### config.mk
export PLATFORM = sky130hd
export DESIGN_NAME = relu_requantizer
export DESIGN_NICKNAME = d
export VERILOG_FILES = /design/src/rtl/cnn_pkg.sv /design/src/rtl/sync_fifo.sv /design/src/rtl/relu_requantizer.sv
export SDC_FILE = /design/constraint.sdc
export NUM_CORES = 1
export LEC_CHECK = 0
export ABC_AREA = 1
export CELL_PAD_IN_SITES_DETAIL_PLACEMENT = 1
export CELL_PAD_IN_SITES_GLOBAL_PLACEMENT = 2
export CORE_UTILIZATION = 41
export CTS_CLUSTER_SIZE = 24
export DETAILED_ROUTE_END_ITERATION = 7
export PLACE_DENSITY_LB_ADDON = 0.1
export SYNTH_ARGS = -nofsm -noshare
export SYNTH_HDL_FRONTEND = slang
export SYNTH_SLANG_ARGS = --single-unit
### constraint.sdc
create_clock -name clk -period 5.5 [get_ports clk]
set_clock_uncertainty 0.2 [all_clocks]
set_input_delay 1.1 -clock clk [delete_from_list [all_inputs] [get_ports clk]]
set_output_delay 1.1 -clock clk [all_outputs]
set_load 0.02 [all_outputs]
### src/rtl/cnn_pkg.sv
// Shared widths and beat types for the CNN activation stages.
package cnn_pkg;

  localparam int unsigned PIX_W = 16;
  localparam int unsigned ACT_W = 8;

  typedef logic signed [PIX_W-1:0] pix_t;
  typedef logic [ACT_W-1:0]        act_t;

  typedef struct packed {
    act_t data;
    logic last;
  } act_beat_t;

endpackage

### src/rtl/sync_fifo.sv
// Show-ahead synchronous FIFO with a registered head; the head holds its value
// while empty, and a push into an empty slot at the head is forwarded directly.
module sync_fifo #(
  parameter int unsigned WIDTH = 9,
  parameter int unsigned DEPTH = 8
) (
  input  logic             clk,
  input  logic             rst_n,
  input  logic             i_push,
  input  logic [WIDTH-1:0] i_data,
  input  logic             i_pop,
  output logic             o_valid,
  output logic [WIDTH-1:0] o_data,
  output logic             o_full,
  output logic             o_empty
);

  localparam int unsigned AW = (DEPTH > 1) ? $clog2(DEPTH) : 1;
  localparam int unsigned CW = AW + 1;

  logic [WIDTH-1:0] r_mem [DEPTH];
  logic [AW-1:0]    r_wr_ptr;
  logic [AW-1:0]    r_rd_ptr;
  logic [CW-1:0]    r_count;
  logic [WIDTH-1:0] r_head;
  logic             r_valid;
  logic             r_full;
  logic             r_empty;

  logic             w_do_push;
  logic             w_do_pop;
  logic [AW-1:0]    w_rd_next;
  logic [CW-1:0]    w_count_next;
  logic [WIDTH-1:0] w_head_next;

  // A full FIFO can still take a write when the head leaves in the same cycle.
  assign w_do_pop     = i_pop && !r_empty;
  assign w_do_push    = i_push && (!r_full || w_do_pop);
  assign w_rd_next    = w_do_pop ? r_rd_ptr + AW'(1) : r_rd_ptr;
  assign w_count_next = r_count + CW'(w_do_push) - CW'(w_do_pop);

  always_comb begin
    w_head_next = r_head;
    if (w_count_next != '0) begin
      if (w_do_push && (r_wr_ptr == w_rd_next)) begin
        w_head_next = i_data;
      end else begin
        w_head_next = r_mem[w_rd_next];
      end
    end
  end

  always_ff @(posedge clk) begin
    if (w_do_push) begin
      r_mem[r_wr_ptr] <= i_data;
    end
  end

  always_ff @(posedge clk or negedge rst_n) begin
    if (!rst_n) begin
      r_wr_ptr <= '0;
      r_rd_ptr <= '0;
      r_count  <= '0;
      r_head   <= '0;
      r_valid  <= 1'b0;
      r_full   <= 1'b0;
      r_empty  <= 1'b1;
    end else begin
      if (w_do_push) begin
        r_wr_ptr <= r_wr_ptr + AW'(1);
      end
      r_rd_ptr <= w_rd_next;
      r_count  <= w_count_next;
      r_head   <= w_head_next;
      r_valid  <= (w_count_next != '0);
      r_full   <= (w_count_next == CW'(DEPTH));
      r_empty  <= (w_count_next == '0);
    end
  end

  assign o_valid = r_valid;
  assign o_data  = r_head;
  assign o_full  = r_full;
  assign o_empty = r_empty;

endmodule

### src/rtl/relu_requantizer.sv
// ReLU, round-and-shift, saturate to 8 bits, tag frame ends and buffer results
// for a valid/ready consumer; sticky overflow when a result cannot be stored.
module relu_requantizer
  import cnn_pkg::*;
#(
  parameter int unsigned SHIFT        = 4,
  parameter int unsigned FIFO_DEPTH   = 8,
  parameter int unsigned FRAME_PIXELS = 16
) (
  input  logic clk,
  input  logic rst_n,
  input  logic valid_in,
  input  pix_t pixel_in,
  output logic out_valid,
  output act_t out_data,
  output logic out_last,
  input  logic out_ready,
  output logic overflow,
  input  logic clear_ovf
);

  localparam int unsigned RND_W = PIX_W + 1;
  localparam int unsigned CNT_W = (FRAME_PIXELS > 1) ? $clog2(FRAME_PIXELS) : 1;
  localparam logic [RND_W-1:0] ROUND   = RND_W'((32'd1 << SHIFT) >> 1);
  localparam logic [RND_W-1:0] ACT_MAX = RND_W'((32'd1 << ACT_W) - 32'd1);

  logic             r_s1_valid;
  logic [RND_W-1:0] r_s1_round;
  logic             r_s1_last;
  logic             r_s2_valid;
  act_beat_t        r_s2_beat;
  logic [CNT_W-1:0] r_frame_cnt;
  logic             r_overflow;

  logic [RND_W-1:0] w_relu;
  logic             w_frame_last;
  logic [RND_W-1:0] w_q;
  act_t             w_sat;
  logic             w_fifo_valid;
  act_beat_t        w_head;
  logic             w_full;
  logic             w_empty;
  logic             w_drop;

  assign w_relu       = pixel_in[PIX_W-1] ? '0 : {1'b0, pixel_in};
  assign w_frame_last = (r_frame_cnt == CNT_W'(FRAME_PIXELS - 1));
  assign w_q          = r_s1_round >> SHIFT;
  assign w_sat        = (w_q > ACT_MAX) ? '1 : w_q[ACT_W-1:0];

  // S1: ReLU plus rounding offset, frame position tag.
  always_ff @(posedge clk or negedge rst_n) begin
    if (!rst_n) begin
      r_s1_valid  <= 1'b0;
      r_s1_round  <= '0;
      r_s1_last   <= 1'b0;
      r_frame_cnt <= '0;
    end else begin
      r_s1_valid <= valid_in;
      if (valid_in) begin
        r_s1_round  <= w_relu + ROUND;
        r_s1_last   <= w_frame_last;
        r_frame_cnt <= w_frame_last ? '0 : r_frame_cnt + CNT_W'(1);
      end
    end
  end

  // S2: shift and saturate.
  always_ff @(posedge clk or negedge rst_n) begin
    if (!rst_n) begin
      r_s2_valid <= 1'b0;
      r_s2_beat  <= '0;
    end else begin
      r_s2_valid <= r_s1_valid;
      if (r_s1_valid) begin
        r_s2_beat <= '{data: w_sat, last: r_s1_last};
      end
    end
  end

  sync_fifo #(
    .WIDTH ($bits(act_beat_t)),
    .DEPTH (FIFO_DEPTH)
  ) u_fifo (
    .clk     (clk),
    .rst_n   (rst_n),
    .i_push  (r_s2_valid),
    .i_data  (r_s2_beat),
    .i_pop   (out_ready),
    .o_valid (w_fifo_valid),
    .o_data  (w_head),
    .o_full  (w_full),
    .o_empty (w_empty)
  );

  // A result is lost only when the FIFO is full and its head is not leaving.
  assign w_drop = r_s2_valid && w_full && !(out_ready && !w_empty);

  always_ff @(posedge clk or negedge rst_n) begin
    if (!rst_n) begin
      r_overflow <= 1'b0;
    end else if (w_drop) begin
      r_overflow <= 1'b1;
    end else if (clear_ovf) begin
      r_overflow <= 1'b0;
    end
  end

  assign out_valid = w_fifo_valid;
  assign out_data  = w_head.data;
  assign out_last  = w_head.last;
  assign overflow  = r_overflow;

endmodule
======== Word-level counts from Yosys, hierarchy flattened ========
Memories as Yosys holds them, arrays and structs flattened. A register that Yosys moved wholly into a read port is not among the register bits.
Cells that the tools add are included.
operators by class
  reduce and logical (&&, ||, !) cells .... 12
  eq/ne operators ......................... 2
  magnitude comparators ................... 1
  muxes and demuxes ....................... 8
  $add $sub $neg .......................... 6
operators by type and width
  operator                                                                count
  15-bit by 4-bit adder with 16-bit output (second input constant)        1
  15-bit 2-to-1 mux                                                       1
  13-bit by 8-bit > comparator with 1-bit output (second input constant)  1
  4-bit == test (second input constant)                                   2
  8-bit 2-to-1 mux                                                        1
  3-bit by 1-bit adder with 3-bit output (second input constant)          2
  4-bit by 1-bit adder with 4-bit output                                  1
  4-bit by 1-bit adder with 4-bit output (second input constant)          1
  1-bit logical AND                                                       4
  1-bit logical NOT                                                       4
  4-bit logical NOT                                                       1
  1-bit 2-to-1 mux                                                        4
  4-bit 2-to-1 mux                                                        1
  4-bit nonzero test                                                      1
  4-bit by 1-bit subtractor with 4-bit output                             1
  3-bit 2-to-1 mux                                                        1
  2-bit nonzero test                                                      1
  1-bit logical OR                                                        1
word-level totals
  RAM bits ................................ 72
  output and inout bits ................... 11
  word-level logic and storage cells ...... 44
  register bits after elaboration ......... 47
  memories kept ........................... 1
  bits of input ports ..................... 21
memories
  memory        words  width  rd ports  clocked after Yosys merged registers in  wr ports  line             source
  u_fifo.r_mem  8      9      1         1                                        1         sync_fifo.sv:21  logic [WIDTH-1:0] r_mem [DEPTH];

======== Longest topological paths before layout ========
Gate-level depths: netlist of run 1.
  word-level depth ........................ 7
  depth in mapped cells ................... 15
  depth with buffers taken out ............ 15

======== Hierarchy ========
Synthesis of run 1 repeated with hierarchy kept, for this count alone.
second synthesis, totals
  cells, all modules ...................... 627
  area, all modules ....................... 5863.1 µm²
by module, submodules not included
  module            cells an instance  area an instance (µm²)  times used  sequential area each (µm²)
  sync_fifo         441                4356.7                  1           2713.9
  relu_requantizer  186                1506.4                  1           725.7

======== Least setup slack after synthesis of run 1 ========
OpenSTA, ideal clock, no wires.
  path kind ............................... input-to-reg
  start point ............................. in out_ready
  end point ............................... reg u_fifo.r_head[0] (netlist: u_fifo.o_data[0]) (read register of u_fifo.r_mem)
  required time ........................... 5.234 ns
  arrival ................................. 2.992 ns
  setup slack ............................. 2.242 ns
  setup time .............................. 0.066 ns
  buffers on the path ..................... 1
  cell stages on the path ................. 14
  cell sequence ........................... nand2_2 -> nand2_1 -> nand2_1 -> inv_1 -> ha_1 -> inv_1 -> fa_1 -> inv_1 -> nor3_1 -> inv_1 -> nor2_1 -> clkbuf_1 -> nand2_1 -> nand2_1
between the ends
  word-level cells in the longest chain between the ends .. 6
  elaborated cells on any way between the ends .. 7
  classes of those cells .................. add/sub (2); mux (1); reduce/logical (4)
ends and longest elaborated chain
  what                                         line                    source
  start, declared                              relu_requantizer.sv:17  input logic out_ready,
  1-bit logical AND                            sync_fifo.sv:37         assign w_do_pop = i_pop && !r_empty;
  1-bit logical OR                             sync_fifo.sv:38         assign w_do_push = i_push && (!r_full || w_do_pop);
  1-bit logical AND                            sync_fifo.sv:38
  via u_fifo.w_do_push                         sync_fifo.sv:30         logic w_do_push;
  4-bit by 1-bit adder with 4-bit output       sync_fifo.sv:40         assign w_count_next = r_count + CW'(w_do_push) - CW'(w_do_pop);
  4-bit by 1-bit subtractor with 4-bit output  sync_fifo.sv:40
  via u_fifo.w_count_next[1]                   sync_fifo.sv:33         logic [CW-1:0] w_count_next;
  4-bit nonzero test                           sync_fifo.sv:44         if (w_count_next != '0) begin
  end, declared                                sync_fifo.sv:25         logic [WIDTH-1:0] r_head;
The timed path passes the listed nets, and every way through them passes these cells.
A chain may end at the register's enable or synchronous reset.

======== Worst setup path in the final report of run 1 ========
  start point ............................. in out_ready
  end point ............................... reg u_fifo.r_head[5] (netlist: u_fifo.o_data[5]) (read register of u_fifo.r_mem)
The elaborated chain is that of the path after synthesis.

==> results of run 1 <==
[layout by cell type, fill, tap and decap left out, types with 2 or more instances in the layout]
master	count
a21oi_1	2
buf_4	4
clkbuf_1	8
clkbuf_16	17
clkbuf_8	4
clkdlybuf4s50_1	27
clkinv_1	3
clkinv_2	4
dfrtp_1	50
edfxtp_1	72
ha_1	7
inv_1	101
nand2_1	159
nand2_2	6
nand2_4	3
nand3_1	107
nand3_2	2
nand4_1	5
nor2_1	26
o21ai_0	20
xnor2_1	3
xor2_1	6
[flip-flops by register name (all words and copies together) (netlist names), 3 cells and up]
register / count
u_fifo.r_wr_ptr: 3
u_fifo.r_count: 4
u_fifo.o_data: 9
u_fifo.r_rd_ptr: 3
u_fifo.r_mem: 72
r_s2_beat: 9
r_s1_round: 12
r_frame_cnt: 4
[routing by layer]
metal	global-route usage [%]	share of wire, %	vias to the layer above
met5	0	0	-
met4	9.61	2.3	0
met3	4.33	2.8	25
met2	37.2	50	62
met1	25.5	45	1979
li1	-	-	2015
[logic make-up (layout without fill, tap and decap cells)]
kind of cell | Yosys count | in the layout | share of synthesized area [%]
AO/OA/AOI/OAI | 29 | 29 | 2.93
XOR/XNOR | 9 | 9 | 1.38
adder cells (fa/ha/maj) | 8 | 8 | 1.88
buffers and inverters | 123 | 170 | 9.11
flip-flops | 123 | 123 | 60.1
AND/OR/NAND/NOR | 313 | 313 | 24.6
[power by group]
| group | total, uW | switching [uW] | internal (uW) | leakage [uW] |
|---|---|---|---|---|
| Clock | 983 | 362 | 620 | 0.000259 |
| Combinational | 1150 | 780 | 373 | 0.00150 |
| Sequential | 1300 | 116 | 1180 | 0.00126 |
| Total | 3430 | 1260 | 2170 | 0.00303 |
[through the flow]
step | hold slack (ps) | instances | instance area (um2)
2_1_floorplan | 152 | 605 | 5720
3_3_place_gp | 262 | 796 | 6130
3_5_place_dp | 261 | 796 | 6130
4_1_cts | 275 | 828 | 6650
5_1_grt | 304 | 828 | 6650
6_report | 271 | 828 | 6650
[worst paths after layout]
path | start | slack [ps] | endpoint
worst max register to register | u_fifo.o_empty | 2310 | u_fifo.o_data[5]
min in group asynchronous | rst_n | 580 | r_s1_round[4]
worst min register to register | r_s1_round[6] | 270 | r_s1_round[6]
worst min-delay path | r_s1_round[6] | 270 | r_s1_round[6]
max in group asynchronous | rst_n | 4070 | u_fifo.r_wr_ptr[0]
worst max-delay path | out_ready | 1450 | u_fifo.o_data[5]
[layout make-up]
type	instances	area, um2	share of cell area, %
Clock inverter	3	15.0	0.226
Inverter	106	399	6.00
Tap cell	176	220	3.31
Sequential cell	123	3440	51.7
Multi-Input combinational cell	359	1760	26.5
Clock buffer	29	510	7.67
Timing Repair Buffer	32	305	4.59
[worst max-delay path, cell delays in order]
cell and delay [ps]:
clkdlybuf4s50_1 600, nand2_2 190, nand2_1 100, nand2_1 120, inv_1 200, ha_1 210
inv_1 60, fa_1 480, inv_1 60, nor3_1 190, inv_1 80, nor2_1 100
buf_4 180, clkinv_1 270, nand2_1 170, nand2_1 60
==> metrics.md, run 1 <==
| Metric | Value |
|---|---|
| Min setup slack post-route | around 1500 ps |
| VDD IR max | ~0.27 mV |
| Slew headroom | 37.5% |
| Leakage power | 0.00303 uW |
| Longest Clk Path Bufs | 2 |
| Top-area cell type share of the netlist area | between 30% and 40% |
| R2R depth | 16 |
| # H-tree levels | 4 |
| Vias | between 4000 and 5000 |
| Hold_buf cts | 0 |
| Mapped Nets | 634 |
| Grt ovf | 0 |
| Unrepaired setup endpoints after global routing | no |
| CTS tree | yes |
| Yosys reg bits | 123 |
| Std-Cell Rows | 42 |
| Avg Inst Size Synth | around 9.5 um2 |
| Post-DP HPWL | 9280 um |
| IO Pins | 32 |
| Register area share after synthesis | between 60% and 70% |
| Fin crit share | between 70% and 80% |
| Synth area leader | edfxtp_1 |
| Die Width | 120 um |
| Kind of critical path | input pin to flip-flop |
| Tot GR Track Use | 21.4% |
| Setup violations, final | 0 |
| DR iter-0 viols | 243 |
| Core footprint | approximately 0.013 mm2 |
| Worst EP required | 5600 ps |
| Max-slew violation count | 0 |
| Cell Pwr Density | ~520 mW/mm2 |
| Number of buffers added on ports | 28 |
| Top FF cell, synth | edfxtp_1 |
| Postcts setup bufs | 0 |
| Number of CTS-inserted buffers | 17 |
| Peak Freq | 247 MHz |
| Area growth, synth to finish | 16.2% |
| Initial antenna violation count | 0 |
| Maxcap violations | 0 |
| Worst-Skew Late Latency | between 400 and 500 ps |
| Vias/cell | 4.93 |
| Main area contributors after synthesis | edfxtp_1, dfrtp_1, nand2_1 |
| Post-synthesis cell area | 0.00572 mm2 |
| Async set-reset flop share out of synthesis | 41.5% |
| Number of global-route vias before repair | 4396 |
| Total Nets Final | 668 |
| Library cells used by synthesis | 35 |
| Mapped Cells | 605 |
| Pre-CTS setup slack | roughly 1000 ps |
| Drt wl/cell | ~17 um |
| Worst hold path depth | 2 |
| Worst-path clk slew | 50 ps |
| Final Hold Viols | 0 |
| CTS root buf | clkbuf_16 |
| Final core utilization | 49.5% |
| First-pass GRT wire length | between 20000 and 25000 um |
| Hold Crit Class | flip-flop to flip-flop |
| Critical-path maximum fanout | 11 |
| Pwr Total | 3430 uW |
| DIE AREA | 0.0144 mm2 |
| Drt total wl | 13800 um |
| DRC viols | 0 |
| Crit end category | flip-flop |
| Setup TNS | 0 ps |
| Share of cells above drive strength 1 | approximately 7.4% |
| Initial Util | 42.6% |
| DRT Pass-1 Iters | 4 |
| Antenna Nets Post-Route | 0 |
| Worst Path Arrival | roughly 4200 ps |
| Worst slew pin tran | between 900 and 1000 ps |
| Fill cells | between 1500 and 2000 |
| Die height | around 120 um |
| PostCTS Resize Cnt | 0 |
| Sink Count | 123 |
| Post-layout min period | roughly 4000 ps |
| EDFF count, synth | 72 |
| Critical Path Start Type | input pin |
| Antenna diodes | 0 |
| Final Wtd Congestion | 0.768 |
| Post-synth top cells | nand2_1, nand3_1, inv_1, edfxtp_1, dfrtp_1 |
| Largest net degree at the start of global routing | 52 |
| Count leader, synth | nand2_1 |
| Yosys warnings | 0 |
| Outcome | finished, final reports clean |
Power figures use the tool's default switching activity.
==> run 2, diff against run 1 <==
Settings changed: CORE_UTILIZATION 41 to 38.
Clock period 5.5 ns to 4.25 ns, I/O delays scaled along.
==> run 2 against run 1 <==
  * Final cell count up 2.1%
  * Routed wire length up 2.9%
  * First-iteration DRC count down 23%
  * Register-to-register slack got worse by 1100 ps
  * Clock-buffer cell count fell by 10
  * Critical endpoint is now u_fifo.o_data[2]
  * Total power rose by 32%
  * Worst hold slack got worse by 1.7 ps
  * Design area grew 1.4%
==> metrics.md, run 2 (synthesized netlist as in run 1, its figures left out) <==
| Metric | Value |
|---|---|
| Internal Power | 2870 uW (+32%) |
| R2R depth | 15 (-1) |
| DRC viols | 0 (unchanged) |
| Cell Pwr Density | 673 mW/mm2 (+30%) |
| Worst reg2reg endpoint | u_fifo.o_data[2] |
| Tot GR Track Use | 19.7% (-1.7 points) |
| Worst slew pin tran | 859 ps (-75.0 ps) |
| Min-delay src | r_s1_round[4] |
| Fin Hold WS | 270 ps (-1.66 ps) |
| Sink Count | 123 (unchanged) |
| DRT Pass-1 Iters | 4 (unchanged) |
| Largest net degree at the start of global routing | 38 (-27%) |
| Peak Freq | 278 MHz |
| Top Registers | u_fifo.r_mem x72, r_s1_round x12 |
| FF-to-FF Start | u_fifo.o_empty |
| Core footprint | 0.0146 mm2 (+8.4%) |
| Area of placed instances | 0.00620 mm2 (+1.3%) |
| Final Hold Viols | 0 (unchanged) |
| Pre-CTS setup slack | 174 ps (-819 ps) |
| Drt total wl | 14200 um (+2.9%) |
| Comb power frac | 33.8% (+0.2 points) |
| Antenna Nets Post-Route | 0 (unchanged) |
| Largest stage delay, worst path | 590 ps (about the same) |
| Worst EP required | 4360 ps (-1240 ps) |
| Post-layout min period | 3590 ps |
| Number of CTS-inserted buffers | 17 (unchanged) |
| Unrepaired setup endpoints after global routing | no |
| Vias | 4092 (+0.27%) |
| Post-DP HPWL | 9560 um (+2.9%) |
| Antenna diodes | 0 (unchanged) |
| Slowest cell on the critical path | clkdlybuf4s50_1 |
| Clock share of power | 29.4% (+0.8 points) |
| Postcts setup bufs | 0 (unchanged) |
| Die height | 125 um (+3.8%) |
| First-pass GRT wire length | 22900 um (+1.0%) |
| Worst-path clk slew | 50 ps (about the same) |
| Leakage power | 0.00308 uW (+1.6%) |
| Final Wtd Congestion | 0.776 (+1.0%) |
| Initial Util | 39.2% (-3.3 points) |
| Slew headroom | 42.7% (+5.2 points) |
| VDD IR max | 0.349 mV (+30%) |
| Fill cells | 1690 (+7.4%) |
| Multi-input logic area | 0.00176 mm2 (unchanged) |
| Drt wl/cell | 16.8 um (+0.87%) |
| Sw frac | 36.6% (-0.062 points) |
| DR iter-0 viols | 188 (-23%) |
| Commonest non-fill, non-tap cell in the layout | nand2_1 |
| Hold_buf cts | 0 (unchanged) |
| Sequential power share | 36.9% (-0.9 points) |
| Largest register FFs | 72 (unchanged) |
| # H-tree levels | 4 (unchanged) |
| Std-Cell Rows | 44 (+4.8%) |
| Hold Crit Class | flip-flop to flip-flop |
| Most frequent cells in the layout | nand2_1, nand3_1, inv_1 |
| Share of cells above drive strength 1 | 8.32% (+0.96 points) |
| Setup violations, final | 0 (unchanged) |
| R2R setup slack | 1260 ps (-1050 ps) |
| Total Nets Final | 677 (+1.3%) |
| Number of global-route vias before repair | 4319 (-1.8%) |
| Vias/cell | 4.84 (-1.7%) |
| Worst hold path depth | 2 (unchanged) |
| Grt ovf | 0 (unchanged) |
| CTS root buf | clkbuf_16 |
| Pwr Total | 4540 uW (+32%) |
| CTS tree | yes |
| Setup TNS | 0 ps (unchanged) |
| IO Pins | 32 (unchanged) |
| Initial antenna violation count | 0 (unchanged) |
| Longest Clk Path Bufs | 2 (unchanged) |
| NetSw | 1660 uW (+32%) |
| Kind of critical path | input pin to flip-flop |
| Die Width | 125 um (+3.8%) |
| Critical-path maximum fanout | 10 (-1) |
| Worst-path cell chain | clkdlybuf4s50_1 -> nand2_2 -> nand2_1 -> nand2_1 -> inv_1 -> ha_1 -> inv_1 -> fa_1 -> inv_1 -> nor3_1 -> inv_1 -> nor2_1 -> clkinv_1 -> nand2_1 -> nand2_1 |
| Biggest register | u_fifo.r_mem |
| Worst Path Arrival | 3700 ps (-450 ps) |
| DIE AREA | 0.0156 mm2 (+7.8%) |
| Min setup slack post-route | 659 ps (-791 ps) |
| Maxcap violations | 0 (unchanged) |
| Critical Path Start Type | input pin |
| WHS Endpoint | r_s1_round[4] |
| PostCTS Resize Cnt | 0 (unchanged) |
| Reg area | 0.00344 mm2 (unchanged) |
| Fin crit share | 84.5% |
| Final instance area | 0.00675 mm2 (+1.4%) |
| Crit end category | flip-flop |
| Area growth, synth to finish | 17.8% |
| Outcome | finished, final reports clean |
| Max-slew violation count | 0 (unchanged) |
| Number of buffers added on ports | 28 (unchanged) |
| Worst-Skew Late Latency | 420 ps (about the same) |
## run 2: critical path: cells and delay by family
kind	cells	cell delay (ps)
simple gates	7	910
buf+inv	6	1230
fa+ha+maj	2	700
## run 2: final cells by class
type | count | share of cell area [%]
clock inverter | 13 | 1.60
tap | 184 | 3.41
multi-input combinational | 359 | 26.1
sequential | 123 | 51.0
timing repair buffer | 41 | 5.53
clock buffer | 19 | 6.42
inverter | 106 | 5.92
## run 2: worst max-delay path by stage
| stage | cells after the start | slack, ps | to | startpoint |
|---|---|---|---|---|
| 3_3_place_gp | 15 | 290 | u_fifo.o_data[6] | out_ready |
| 4_1_cts | 15 | 590 | u_fifo.o_data[2] | out_ready |
| 5_1_grt | 15 | 320 | u_fifo.o_data[6] | out_ready |
| 6_report | 15 | 660 | u_fifo.o_data[2] | out_ready |
| 3_5_place_dp | 15 | 170 | u_fifo.o_data[1] | out_ready |
| 2_1_floorplan | 14 | 1240 | u_fifo.o_data[0] | out_ready |
## run 2: power groups by stage
| stage | sequential (uW) | combinational (uW) | clock, uW |
|---|---|---|---|
| after global placement | 1690 | 1510 | 0 |
| final | 1670 | 1530 | 1330 |
| after global routing | 1700 | 1720 | 1400 |
| after detailed placement | 1690 | 1560 | 0 |
| after CTS | 1670 | 1570 | 1360 |
| after floorplan | 1700 | 993 | 0 |
## run 2: per-stage QoR
step,util (%),cells
floorplan,-,605
global placement,42.5,813
detailed placement,42.5,813
CTS,46.2,845
global route,46.2,845
finish,46.2,845
## run 2: per-layer routing
layer  wire length [um]  track usage (%)  share of wire, %
met2               7180             34.0                51
met3                396             3.99               2.8
met5                  0                0                 0
met1               6320             24.4                45
met4                264             7.30               1.9
